[config.mk]
export PLATFORM = sky130hd
export DESIGN_NAME = mips32_mem_arbiter_flat
export DESIGN_NICKNAME = d
export VERILOG_FILES = /design/src/rtl/mips32_mem_arbiter_pkg.sv /design/src/rtl/mips32_mem_arbiter_if.sv /design/src/rtl/mips32_mem_arbiter_starve_ctr.sv /design/src/rtl/mips32_mem_arbiter.sv /design/src/flat_wrapper.sv
export SDC_FILE = /design/constraint.sdc
export NUM_CORES = 1
export LEC_CHECK = 0
export BUFFER_PORTS_ARGS = -buffer_cell sky130_fd_sc_hd__clkbuf_2
export CORE_AREA = 2 2 84 86
export CTS_CLUSTER_DIAMETER = 120
export DETAILED_ROUTE_END_ITERATION = 6
export DIE_AREA = 0 0 86 88
export GPL_ROUTABILITY_DRIVEN = 0
export PLACE_DENSITY = 0.77
export SLEW_MARGIN = 0
export SYNTH_ARGS = -nofsm -noshare
export SYNTH_HDL_FRONTEND = slang
export SYNTH_HIERARCHICAL = 1
export SYNTH_SLANG_ARGS = --single-unit
[constraint.sdc]
create_clock -name clk1 -period 1.8 [get_ports clk1]
set_input_delay 0.18 -clock clk1 [delete_from_list [all_inputs] [get_ports clk1]]
set_output_delay 0.18 -clock clk1 [all_outputs]
set_load 0.1 [all_outputs]
[src/rtl/mips32_mem_arbiter_pkg.sv]
// Shared types and constants for the mips32 unified-memory arbiter.
package mips32_mem_pkg;

    localparam int AW_DEFAULT = 10;

    // Arbiter ownership phases: core traffic, drain into a loader session,
    // loader-owned session, and drain back out to core traffic.
    typedef enum logic [1:0] {
        RUN       = 2'd0,
        DRAIN_IN  = 2'd1,
        LOCK      = 2'd2,
        DRAIN_OUT = 2'd3
    } arb_state_t;

    // Which requester the read data returning next cycle belongs to.
    typedef enum logic [1:0] {
        OWN_NONE = 2'd0,
        OWN_LD   = 2'd1,
        OWN_D    = 2'd2,
        OWN_F    = 2'd3
    } owner_t;

endpackage

[src/rtl/mips32_mem_arbiter_if.sv]
// Request/grant/response bundle between the three requesters, the arbiter
// and the single-port memory. The arbiter uses the slave modport; whatever
// drives requests and models the memory uses the master modport.
interface mips32_mem_arbiter_if #(
    parameter int AW = 10
);
    // loader / debug port
    logic          ld_lock;
    logic          ld_req;
    logic          ld_we;
    logic [AW-1:0] ld_addr;
    logic [31:0]   ld_wdata;
    logic          ld_gnt;
    logic          ld_rvalid;
    logic          ld_owned;
    // MEM-stage data port
    logic          d_req;
    logic          d_we;
    logic [AW-1:0] d_addr;
    logic [31:0]   d_wdata;
    logic          d_gnt;
    logic          d_rvalid;
    // IF-stage fetch port
    logic          f_req;
    logic [AW-1:0] f_addr;
    logic          f_gnt;
    logic          f_rvalid;
    // shared response and pipeline freeze
    logic [31:0]   rdata;
    logic          core_hold;
    // memory side
    logic          mem_en;
    logic          mem_we;
    logic [AW-1:0] mem_addr;
    logic [31:0]   mem_wdata;
    logic [31:0]   mem_rdata;

    modport slave (
        input  ld_lock, ld_req, ld_we, ld_addr, ld_wdata,
        output ld_gnt, ld_rvalid, ld_owned,
        input  d_req, d_we, d_addr, d_wdata,
        output d_gnt, d_rvalid,
        input  f_req, f_addr,
        output f_gnt, f_rvalid,
        output rdata, core_hold,
        output mem_en, mem_we, mem_addr, mem_wdata,
        input  mem_rdata
    );

    modport master (
        output ld_lock, ld_req, ld_we, ld_addr, ld_wdata,
        input  ld_gnt, ld_rvalid, ld_owned,
        output d_req, d_we, d_addr, d_wdata,
        input  d_gnt, d_rvalid,
        output f_req, f_addr,
        input  f_gnt, f_rvalid,
        input  rdata, core_hold,
        input  mem_en, mem_we, mem_addr, mem_wdata,
        output mem_rdata
    );

endinterface

[src/rtl/mips32_mem_arbiter_starve_ctr.sv]
// Saturating starvation counter: counts up on inc until LIMIT, clears on clr,
// holds otherwise (so the caller freezes it simply by asserting neither).
module mips32_starve_ctr #(
    parameter int LIMIT = 4
) (
    input  logic       clk,
    input  logic       rst,
    input  logic       inc,
    input  logic       clr,
    output logic [3:0] cnt,
    output logic       sat
);

    localparam logic [3:0] LIMIT_V = 4'(LIMIT);

    logic [3:0] cnt_reg;

    // count / clear / hold, saturating at LIMIT
    always_ff @(posedge clk or posedge rst) begin
        if (rst) begin
            cnt_reg <= '0;
        end else if (clr) begin
            cnt_reg <= '0;
        end else if (inc && (cnt_reg != LIMIT_V)) begin
            cnt_reg <= cnt_reg + 4'd1;
        end
    end

    assign cnt = cnt_reg;
    assign sat = (cnt_reg == LIMIT_V);

endmodule

[src/rtl/mips32_mem_arbiter.sv]
// Single-port memory arbiter for the mips32 core: loader/debug, MEM-stage
// data and IF-stage fetch share one 32-bit memory with 1-cycle read latency.
// Optional build macro: MEM_ARB_PERF_EN adds stall/lock performance counters.
module mips32_mem_arbiter
    import mips32_mem_pkg::*;
#(
    parameter int AW           = AW_DEFAULT,
    parameter int STARVE_LIMIT = 4
) (
    input  logic                   clk1,
    input  logic                   rst,
    mips32_mem_arbiter_if.slave    bus
`ifdef MEM_ARB_PERF_EN
    ,
    output logic [31:0]            perf_d_stall,
    output logic [31:0]            perf_f_stall,
    output logic [31:0]            perf_lock_cycles
`endif
);

    arb_state_t    state_reg, state_next;
    owner_t        rsp_owner_reg, rsp_owner_next;

    logic          ld_gnt, d_gnt, f_gnt;
    logic          mem_en, mem_we;
    logic [AW-1:0] mem_addr;
    logic [31:0]   mem_wdata;

    logic          starve_inc, starve_clr, starve_sat;
    logic [3:0]    starve_cnt;

    // fetch starvation tracking; only RUN moves the counter, other states freeze it
    assign starve_inc = (state_reg == RUN) && bus.f_req && !f_gnt;
    assign starve_clr = (state_reg == RUN) && (f_gnt || !bus.f_req);

    mips32_starve_ctr #(
        .LIMIT (STARVE_LIMIT)
    ) u_f_starve (
        .clk (clk1),
        .rst (rst),
        .inc (starve_inc),
        .clr (starve_clr),
        .cnt (starve_cnt),
        .sat (starve_sat)
    );

    // state and read-response owner registers
    always_ff @(posedge clk1 or posedge rst) begin
        if (rst) begin
            state_reg     <= RUN;
            rsp_owner_reg <= OWN_NONE;
        end else begin
            state_reg     <= state_next;
            rsp_owner_reg <= rsp_owner_next;
        end
    end

    // next state, grant selection and memory strobe mux
    always_comb begin
        state_next     = state_reg;
        rsp_owner_next = OWN_NONE;
        ld_gnt         = 1'b0;
        d_gnt          = 1'b0;
        f_gnt          = 1'b0;
        mem_en         = 1'b0;
        mem_we         = 1'b0;
        mem_addr       = '0;
        mem_wdata      = '0;

        case (state_reg)
            RUN: begin
                // a lock request wins the cycle outright: no core grant, the
                // core keeps its request up and is served after the session
                if (bus.ld_lock) begin
                    state_next = DRAIN_IN;
                end else if (bus.f_req && (starve_sat || !bus.d_req)) begin
                    f_gnt = 1'b1;
                end else if (bus.d_req) begin
                    d_gnt = 1'b1;
                end
            end
            DRAIN_IN: begin
                if (rsp_owner_reg == OWN_NONE) begin
                    state_next = LOCK;
                end
            end
            LOCK: begin
                ld_gnt = bus.ld_req;
                if (!bus.ld_lock) begin
                    state_next = DRAIN_OUT;
                end
            end
            DRAIN_OUT: begin
                if (rsp_owner_reg != OWN_LD) begin
                    state_next = RUN;
                end
            end
            default: state_next = RUN;
        endcase

        // grants are combinational, so mask them while reset is held to keep
        // every output quiet for the whole reset pulse
        if (rst) begin
            ld_gnt = 1'b0;
            d_gnt  = 1'b0;
            f_gnt  = 1'b0;
        end

        if (ld_gnt) begin
            mem_en    = 1'b1;
            mem_we    = bus.ld_we;
            mem_addr  = bus.ld_addr;
            mem_wdata = bus.ld_wdata;
            if (!bus.ld_we) rsp_owner_next = OWN_LD;
        end else if (d_gnt) begin
            mem_en    = 1'b1;
            mem_we    = bus.d_we;
            mem_addr  = bus.d_addr;
            mem_wdata = bus.d_wdata;
            if (!bus.d_we) rsp_owner_next = OWN_D;
        end else if (f_gnt) begin
            mem_en         = 1'b1;
            mem_addr       = bus.f_addr;
            rsp_owner_next = OWN_F;
        end
    end

    assign bus.ld_gnt    = ld_gnt;
    assign bus.d_gnt     = d_gnt;
    assign bus.f_gnt     = f_gnt;
    assign bus.mem_en    = mem_en;
    assign bus.mem_we    = mem_we;
    assign bus.mem_addr  = mem_addr;
    assign bus.mem_wdata = mem_wdata;

    assign bus.ld_owned  = (state_reg == LOCK);
    assign bus.core_hold = (state_reg == DRAIN_IN) || (state_reg == LOCK);

    // the registered owner steers the shared read data to exactly one port
    assign bus.ld_rvalid = (rsp_owner_reg == OWN_LD);
    assign bus.d_rvalid  = (rsp_owner_reg == OWN_D);
    assign bus.f_rvalid  = (rsp_owner_reg == OWN_F);
    assign bus.rdata     = (rsp_owner_reg != OWN_NONE) ? bus.mem_rdata : 32'd0;

`ifdef MEM_ARB_PERF_EN
    logic [31:0] perf_d_stall_reg, perf_f_stall_reg, perf_lock_cycles_reg;

    // free-running, wrapping performance counters
    always_ff @(posedge clk1 or posedge rst) begin
        if (rst) begin
            perf_d_stall_reg     <= '0;
            perf_f_stall_reg     <= '0;
            perf_lock_cycles_reg <= '0;
        end else begin
            if (bus.d_req && !d_gnt)  perf_d_stall_reg     <= perf_d_stall_reg + 32'd1;
            if (bus.f_req && !f_gnt)  perf_f_stall_reg     <= perf_f_stall_reg + 32'd1;
            if (state_reg == LOCK)    perf_lock_cycles_reg <= perf_lock_cycles_reg + 32'd1;
        end
    end

    assign perf_d_stall     = perf_d_stall_reg;
    assign perf_f_stall     = perf_f_stall_reg;
    assign perf_lock_cycles = perf_lock_cycles_reg;
`endif

endmodule

[src/flat_wrapper.sv]
// flat-port wrapper written by rule: the top's interface ports become plain ports
module mips32_mem_arbiter_flat import mips32_mem_pkg::*;
#(
    parameter int AW           = AW_DEFAULT,
    parameter int STARVE_LIMIT = 4
)
  (clk1, rst, bus_ld_lock, bus_ld_req, bus_ld_we, bus_ld_addr, bus_ld_wdata, bus_ld_gnt, bus_ld_rvalid, bus_ld_owned, bus_d_req, bus_d_we, bus_d_addr, bus_d_wdata, bus_d_gnt, bus_d_rvalid, bus_f_req, bus_f_addr, bus_f_gnt, bus_f_rvalid, bus_rdata, bus_core_hold, bus_mem_en, bus_mem_we, bus_mem_addr, bus_mem_wdata, bus_mem_rdata);
  mips32_mem_arbiter_if #(.AW(AW)) bus_i ();
  input  logic clk1;
  input  logic rst;
  input wire logic [$bits(bus_i.ld_lock)-1:0] bus_ld_lock;
  input wire logic [$bits(bus_i.ld_req)-1:0] bus_ld_req;
  input wire logic [$bits(bus_i.ld_we)-1:0] bus_ld_we;
  input wire logic [$bits(bus_i.ld_addr)-1:0] bus_ld_addr;
  input wire logic [$bits(bus_i.ld_wdata)-1:0] bus_ld_wdata;
  output wire logic [$bits(bus_i.ld_gnt)-1:0] bus_ld_gnt;
  output wire logic [$bits(bus_i.ld_rvalid)-1:0] bus_ld_rvalid;
  output wire logic [$bits(bus_i.ld_owned)-1:0] bus_ld_owned;
  input wire logic [$bits(bus_i.d_req)-1:0] bus_d_req;
  input wire logic [$bits(bus_i.d_we)-1:0] bus_d_we;
  input wire logic [$bits(bus_i.d_addr)-1:0] bus_d_addr;
  input wire logic [$bits(bus_i.d_wdata)-1:0] bus_d_wdata;
  output wire logic [$bits(bus_i.d_gnt)-1:0] bus_d_gnt;
  output wire logic [$bits(bus_i.d_rvalid)-1:0] bus_d_rvalid;
  input wire logic [$bits(bus_i.f_req)-1:0] bus_f_req;
  input wire logic [$bits(bus_i.f_addr)-1:0] bus_f_addr;
  output wire logic [$bits(bus_i.f_gnt)-1:0] bus_f_gnt;
  output wire logic [$bits(bus_i.f_rvalid)-1:0] bus_f_rvalid;
  output wire logic [$bits(bus_i.rdata)-1:0] bus_rdata;
  output wire logic [$bits(bus_i.core_hold)-1:0] bus_core_hold;
  output wire logic [$bits(bus_i.mem_en)-1:0] bus_mem_en;
  output wire logic [$bits(bus_i.mem_we)-1:0] bus_mem_we;
  output wire logic [$bits(bus_i.mem_addr)-1:0] bus_mem_addr;
  output wire logic [$bits(bus_i.mem_wdata)-1:0] bus_mem_wdata;
  input wire logic [$bits(bus_i.mem_rdata)-1:0] bus_mem_rdata;
  assign bus_i.ld_lock = bus_ld_lock;
  assign bus_i.ld_req = bus_ld_req;
  assign bus_i.ld_we = bus_ld_we;
  assign bus_i.ld_addr = bus_ld_addr;
  assign bus_i.ld_wdata = bus_ld_wdata;
  assign bus_ld_gnt = bus_i.ld_gnt;
  assign bus_ld_rvalid = bus_i.ld_rvalid;
  assign bus_ld_owned = bus_i.ld_owned;
  assign bus_i.d_req = bus_d_req;
  assign bus_i.d_we = bus_d_we;
  assign bus_i.d_addr = bus_d_addr;
  assign bus_i.d_wdata = bus_d_wdata;
  assign bus_d_gnt = bus_i.d_gnt;
  assign bus_d_rvalid = bus_i.d_rvalid;
  assign bus_i.f_req = bus_f_req;
  assign bus_i.f_addr = bus_f_addr;
  assign bus_f_gnt = bus_i.f_gnt;
  assign bus_f_rvalid = bus_i.f_rvalid;
  assign bus_rdata = bus_i.rdata;
  assign bus_core_hold = bus_i.core_hold;
  assign bus_mem_en = bus_i.mem_en;
  assign bus_mem_we = bus_i.mem_we;
  assign bus_mem_addr = bus_i.mem_addr;
  assign bus_mem_wdata = bus_i.mem_wdata;
  assign bus_i.mem_rdata = bus_mem_rdata;
  mips32_mem_arbiter #(.AW(AW), .STARVE_LIMIT(STARVE_LIMIT)) u_core (.clk1(clk1), .rst(rst), .bus(bus_i));
endmodule
== After elaboration in Yosys (flattened, before gate mapping) ==
Cells that the tools add are included.

* Add/subtract/negate cells: 1
* Eq/ne operators: 13
* Multiplexer cells: 34
* Reduce and logical (&&, ||, !) cells: 16

{| class="wikitable"
|+ Operator list
! cell !! number
|-
| 32-bit 2-to-1 mux || 3
|-
| 10-bit 2-to-1 mux || 3
|-
| 1-bit 2-to-1 mux || 17
|-
| 2-bit 2-to-1 mux || 8
|-
| 2-bit equality test, second input constant || 4
|-
| 4-bit 2-to-1 mux || 2
|-
| 2-bit case mux with 4 select lines || 1
|-
| 2-bit by 1-bit != test with 1-bit output, second input constant || 3
|-
| 1-bit logical AND || 5
|-
| 4-bit by 1-bit adder with 4-bit output, second input constant || 1
|-
| 2-bit by 1-bit equality test with 1-bit output, second input constant || 2
|-
| 4-bit by 3-bit equality test with 1-bit output, second input constant || 1
|-
| 2-bit zero test || 2
|-
| 2-bit != test, second input constant || 2
|-
| 4-bit by 3-bit != test with 1-bit output, second input constant || 1
|-
| 4-bit AND reduction || 1
|-
| 2-bit nonzero test || 2
|-
| 1-bit zero test || 3
|-
| 1-bit logical OR || 3
|}

* Register bits: 8
* Input bits: 134
* Output and inout port bits: 84
* Logic and storage cells: 67

== Depth between registers and ports, before layout ==
* Word-level depth: 12
* Gate-level depth with buffers: 10

== Cells and area by module ==
The synthesis kept the hierarchy.

{| class="wikitable"
|+ By module, submodules not included
! module !! times used !! cells an instance !! area an instance (µm²)
|-
| mips32_mem_arbiter || 1 || 196 || 1,275.0
|-
| mips32_starve_ctr || 1 || 25 || 237.7
|}

== Worst setup path after synthesis ==
Ideal clock, no wire load.

* Kind: reg2out
* Start point: reg u_core.state_reg[0]
* End point: out bus_mem_addr[4]
* Data arrival time: 3.398 ns
* Required time: 1.620 ns
* Slack: -1.778 ns
* Stages on the path, launching flop included: 7
* Buffers on the path: 2
* Path through: dfrtp_1 inv_1 ha_1 nand3b_1 buf_4 buf_2 a31oi_1

* Elaborated cells on any way between the ends: 11

{| class="wikitable"
|+ RTL lines
! element !! RTL line !! text
|-
| from (decl) || mips32_mem_arbiter.sv:21 || <nowiki>arb_state_t state_reg, state_next;</nowiki>
|-
| from (signal assigned) || mips32_mem_arbiter.sv:53 || <nowiki>state_reg <= state_next;</nowiki>
|-
| 2-bit equality test || - ||
|-
| net bus_ld_owned || flat_wrapper.sv:18 || <nowiki>output wire logic [$bits(bus_i.ld_owned)-1:0] bus_ld_owned;</nowiki>
|-
| 1-bit 2-to-1 mux || mips32_mem_arbiter.sv:70 || <nowiki>case (state_reg)</nowiki>
|-
| 1-bit 2-to-1 mux || mips32_mem_arbiter.sv:103 || <nowiki>if (rst) begin</nowiki>
|-
| 10-bit 2-to-1 mux || mips32_mem_arbiter.sv:109 || <nowiki>if (ld_gnt) begin</nowiki>
|-
| to (decl) || flat_wrapper.sv:33 || <nowiki>output wire logic [$bits(bus_i.mem_addr)-1:0] bus_mem_addr;</nowiki>
|}

The timed path passes the listed nets, and every way through them passes these cells.

== Worst setup path after layout ==
* Start point: reg u_core.state_reg[0]
* End point: out bus_mem_wdata[10]

* Longest elaborated chain between the ends: 5
* Elaborated cells on any way between the ends: 8

{| class="wikitable"
|+ Ends and longest elaborated chain
! element !! RTL line !! text
|-
| 2-bit zero test || mips32_mem_arbiter.sv:70 ||
|-
| 1-bit 2-to-1 mux || mips32_mem_arbiter.sv:70 ||
|-
| 1-bit 2-to-1 mux || mips32_mem_arbiter.sv:103 ||
|-
| 32-bit 2-to-1 mux || mips32_mem_arbiter.sv:115 || <nowiki>end else if (d_gnt) begin</nowiki>
|-
| 32-bit 2-to-1 mux (*) || mips32_mem_arbiter.sv:109 ||
|-
| to (decl) || flat_wrapper.sv:34 || <nowiki>output wire logic [$bits(bus_i.mem_wdata)-1:0] bus_mem_wdata;</nowiki>
|}

Every way passes the cells marked *; elsewhere a longest branch is shown, timed or not.

==> impl_metrics.json <==
{
  "status": "finished, violations left",
  "violations": "negative setup slack",
  "wl_per_cell_um": 17.3,
  "route.vias.total": 2712,
  "dieArea_um2": 7570,
  "ys_types": 31,
  "grt_max_degree": 33,
  "portBuffers": 217,
  "p_per_area_nw_per_um2": 1020,
  "final_cell_area_um2": 5430,
  "die_h_um": 88,
  "grt_pass1_wl_mm": 14.1,
  "yosysTopAreaCell": "o2bb2ai_1",
  "firstDrtPassIters": 4,
  "rsz0062_at_grt": "yes",
  "end_kind": "output port",
  "synth_seq_cells": 8,
  "drv_cap": 0,
  "cp.arrival_ps": 1950,
  "avgSynthCellArea_um2": 6.84,
  "synth_seq_area_share": 0.132,
  "final_util": 0.818,
  "drtIter0Drc": 59,
  "place_ws_ps": -88.2,
  "cts_max_path_buffers": 2,
  "drc": 0,
  "antenna_found_initial": 0,
  "clk_pin_slew_worst_paths_ps": 40,
  "seqPwrFrac": 0.051,
  "cts-root-buf": "clkbuf_8",
  "finalMaxSlewViolations": 0,
  "top_usage_layer": "met2",
  "pwr-share-clk": 0.039,
  "p_leak_uw": 0.00238,
  "min_path_type": "in2reg",
  "first_global_vias": 2955,
  "reg2reg_slack_ps": -270,
  "largest_reg_flops": 4,
  "grtUsageMet3": 0.0631,
  "rows": 30,
  "core_area_um2": 6640,
  "grtUsageMet1": 0.219,
  "initial_utilization": 0.228,
  "worstSetupPathType": "reg2out",
  "swShare": 0.587,
  "hpwl_mm": 7.83,
  "vdd_drop_max_v": 0.00123,
  "final_cells": 550,
  "min_period_ps": 2130,
  "clkSinkCount": 8,
  "cp-start-kind": "flip-flop",
  "finalClockSkew_ps": 2.81,
  "max_slew_margin": 0.631,
  "tritoncts": "yes",
  "fin_crit_sh": 1.18,
  "gr-total-overflow": 0,
  "fmax_ghz": 0.470,
  "track_usage": 0.239,
  "crit_fanout": 18,
  "syn-num-nets": 362,
  "p_comb_frac": 0.910,
  "layout_setup_ws_ps": -327,
  "intPower_uw": 2290,
  "synth.top_cell.area_share": 0.191,
  "place_inst": 532,
  "switchingPower_uw": 3260,
  "setup_viol": 51,
  "layout-drive-gt1-share": 0.755,
  "syn-cell-area_um2": 1510,
  "wl_mm": 9.53,
  "gr-usage-met2": 0.511,
  "synth_area_leaders": "o2bb2ai_1, nor2b_1, dfrtp_1, nand2_1, ha_1",
  "ant_nets": 0,
  "htree_levels": 1,
  "yosys_warnings": 6,
  "synthToLayoutAreaGrowth_pct": 259,
  "place_area_um2": 5050,
  "worst_slew_pin_slew_ps": 555,
  "hold_viol_final": 0,
  "layout.nets": 613,
  "worstSkewPairLatency_ps": 240,
  "crit_required_ps": 1620,
  "syn_inst": 221,
  "num_antenna_cells": 0,
  "routed_via_density": 4.93,
  "cts_buffers": 3,
  "die_width_um": 86,
  "pin_count": 218
}
[Yosys cell counts]
cell type and n:
a21boi_0 1, a21boi_1 1, a21o_2 2, a21oi_1 5
a31oi_1 10, and2_1 1, and3_1 1, buf_2 11
buf_4 2, clkbuf_1 7, clkinv_1 1, dfrtp_1 8
ha_1 7, inv_1 8, inv_2 1, mux2_2 1
mux2i_1 3, nand2_1 34, nand2_2 1, nand2b_1 1
nand3_1 16, nand3b_1 3, nand3b_4 1, nand4_1 11
nor2_1 13, nor2b_1 34, nor3_1 1, nor3b_4 1
o21ai_0 1, o2bb2ai_1 33, or3_1 1
[timing repair]
item / in CTS / in global routing
endpoints found under the hold margin: 8 / 0
gates cloned: 3 / 1
gates resized for setup: 31 / 8
setup endpoints to repair: 80 / 83
pin swaps: 17 / 7
hold buffers: 1 / 0
setup buffers: 8 / 3
[critical path, stage by stage, from the launching register on]
cell and delay (ps):
dfrtp_1 390, inv_2 100, ha_4 140, nor3b_4 180, buf_6 150, buf_6 110, nand2_4 80, buf_12 200
o2bb2ai_4 160, buf_12 190
[metal layers]
metal  part of all wire  vias up
met5                  0        -
met4              0.012        0
met3              0.087        8
met2               0.59      143
met1               0.31     1273
li1                   -     1288
[kinds of logic (layout without fill, tap and decap cells)]
| family | count (synthesis) | count (layout) | share of synthesized area |
|---|---|---|---|
| DFF | 8 | 8 | 0.132 |
| muxes | 4 | 4 | 0.0273 |
| adders and majority gates | 7 | 7 | 0.0579 |
| buffers and inverters | 30 | 278 | 0.0885 |
| and+or+nand+nor | 119 | 120 | 0.420 |
| AOI/OAI and AO/OA | 53 | 53 | 0.274 |
[layout by cell type (no fill, tap or decap), types with 6 or more instances in the layout]
cell type / n
nor2b_1: 34
nand4_1: 11
o2bb2ai_4: 33
nand2_1: 27
buf_12: 88
dfrtp_1: 8
buf_4: 29
nand2_4: 6
buf_6: 8
nor2_1: 11
nand3_4: 7
a31oi_4: 10
clkbuf_2: 136
nand3_1: 6
[power groups by stage]
stage / clock network [uW] / logic, uW / registers [uW]
after global placement: 0 / 4680 / 278
after floorplan: 0 / 3190 / 285
after detailed placement: 0 / 4770 / 284
after CTS: 225 / 5020 / 270
final: 219 / 5050 / 281
after global routing: 225 / 5220 / 286
[worst paths after layout]
| path | from | endpoint | cells past startpoint |
|---|---|---|---|
| worst max-delay path | u_core/state_reg[0]$_DFFE_PP0P_ | bus_mem_wdata[10] | 9 |
| worst min-delay path | bus_ld_we | u_core/rsp_owner_reg[0]$_DFF_PP0_ | 2 |
| worst max register to register | u_core/state_reg[0]$_DFFE_PP0P_ | u_core/u_f_starve/cnt[3]$_DFFE_PP0P_ | 11 |
| worst min register to register | u_core/u_f_starve/cnt[3]$_DFFE_PP0P_ | u_core/u_f_starve/cnt[3]$_DFFE_PP0P_ | 2 |
| max in group asynchronous | rst | u_core/u_f_starve/cnt[2]$_DFFE_PP0P_ | 3 |
| min in group asynchronous | rst | u_core/state_reg[1]$_DFFE_PP0P_ | 3 |
[per-stage QoR]
step	hold slack (ps)	TNS, ps	power (uW)
floorplan	-53.9	-23760	3470
global placement	120	-89.3	4950
global route	227	-16930	5730
detailed placement	129	-1630	5060
CTS	215	-11890	5520
finish	203	-13990	5550
[layout make-up]
type / count / area [um^2]
Clock buffer: 3 / 41.3
Sequential cell: 8 / 200
Tap cell: 80 / 100
Multi-Input combinational cell: 184 / 2200
Fill cell: 365 / 1210
Timing Repair Buffer: 265 / 2830
Inverter: 10 / 60.1
No activity file was read; power rests on OpenSTA's default activity.
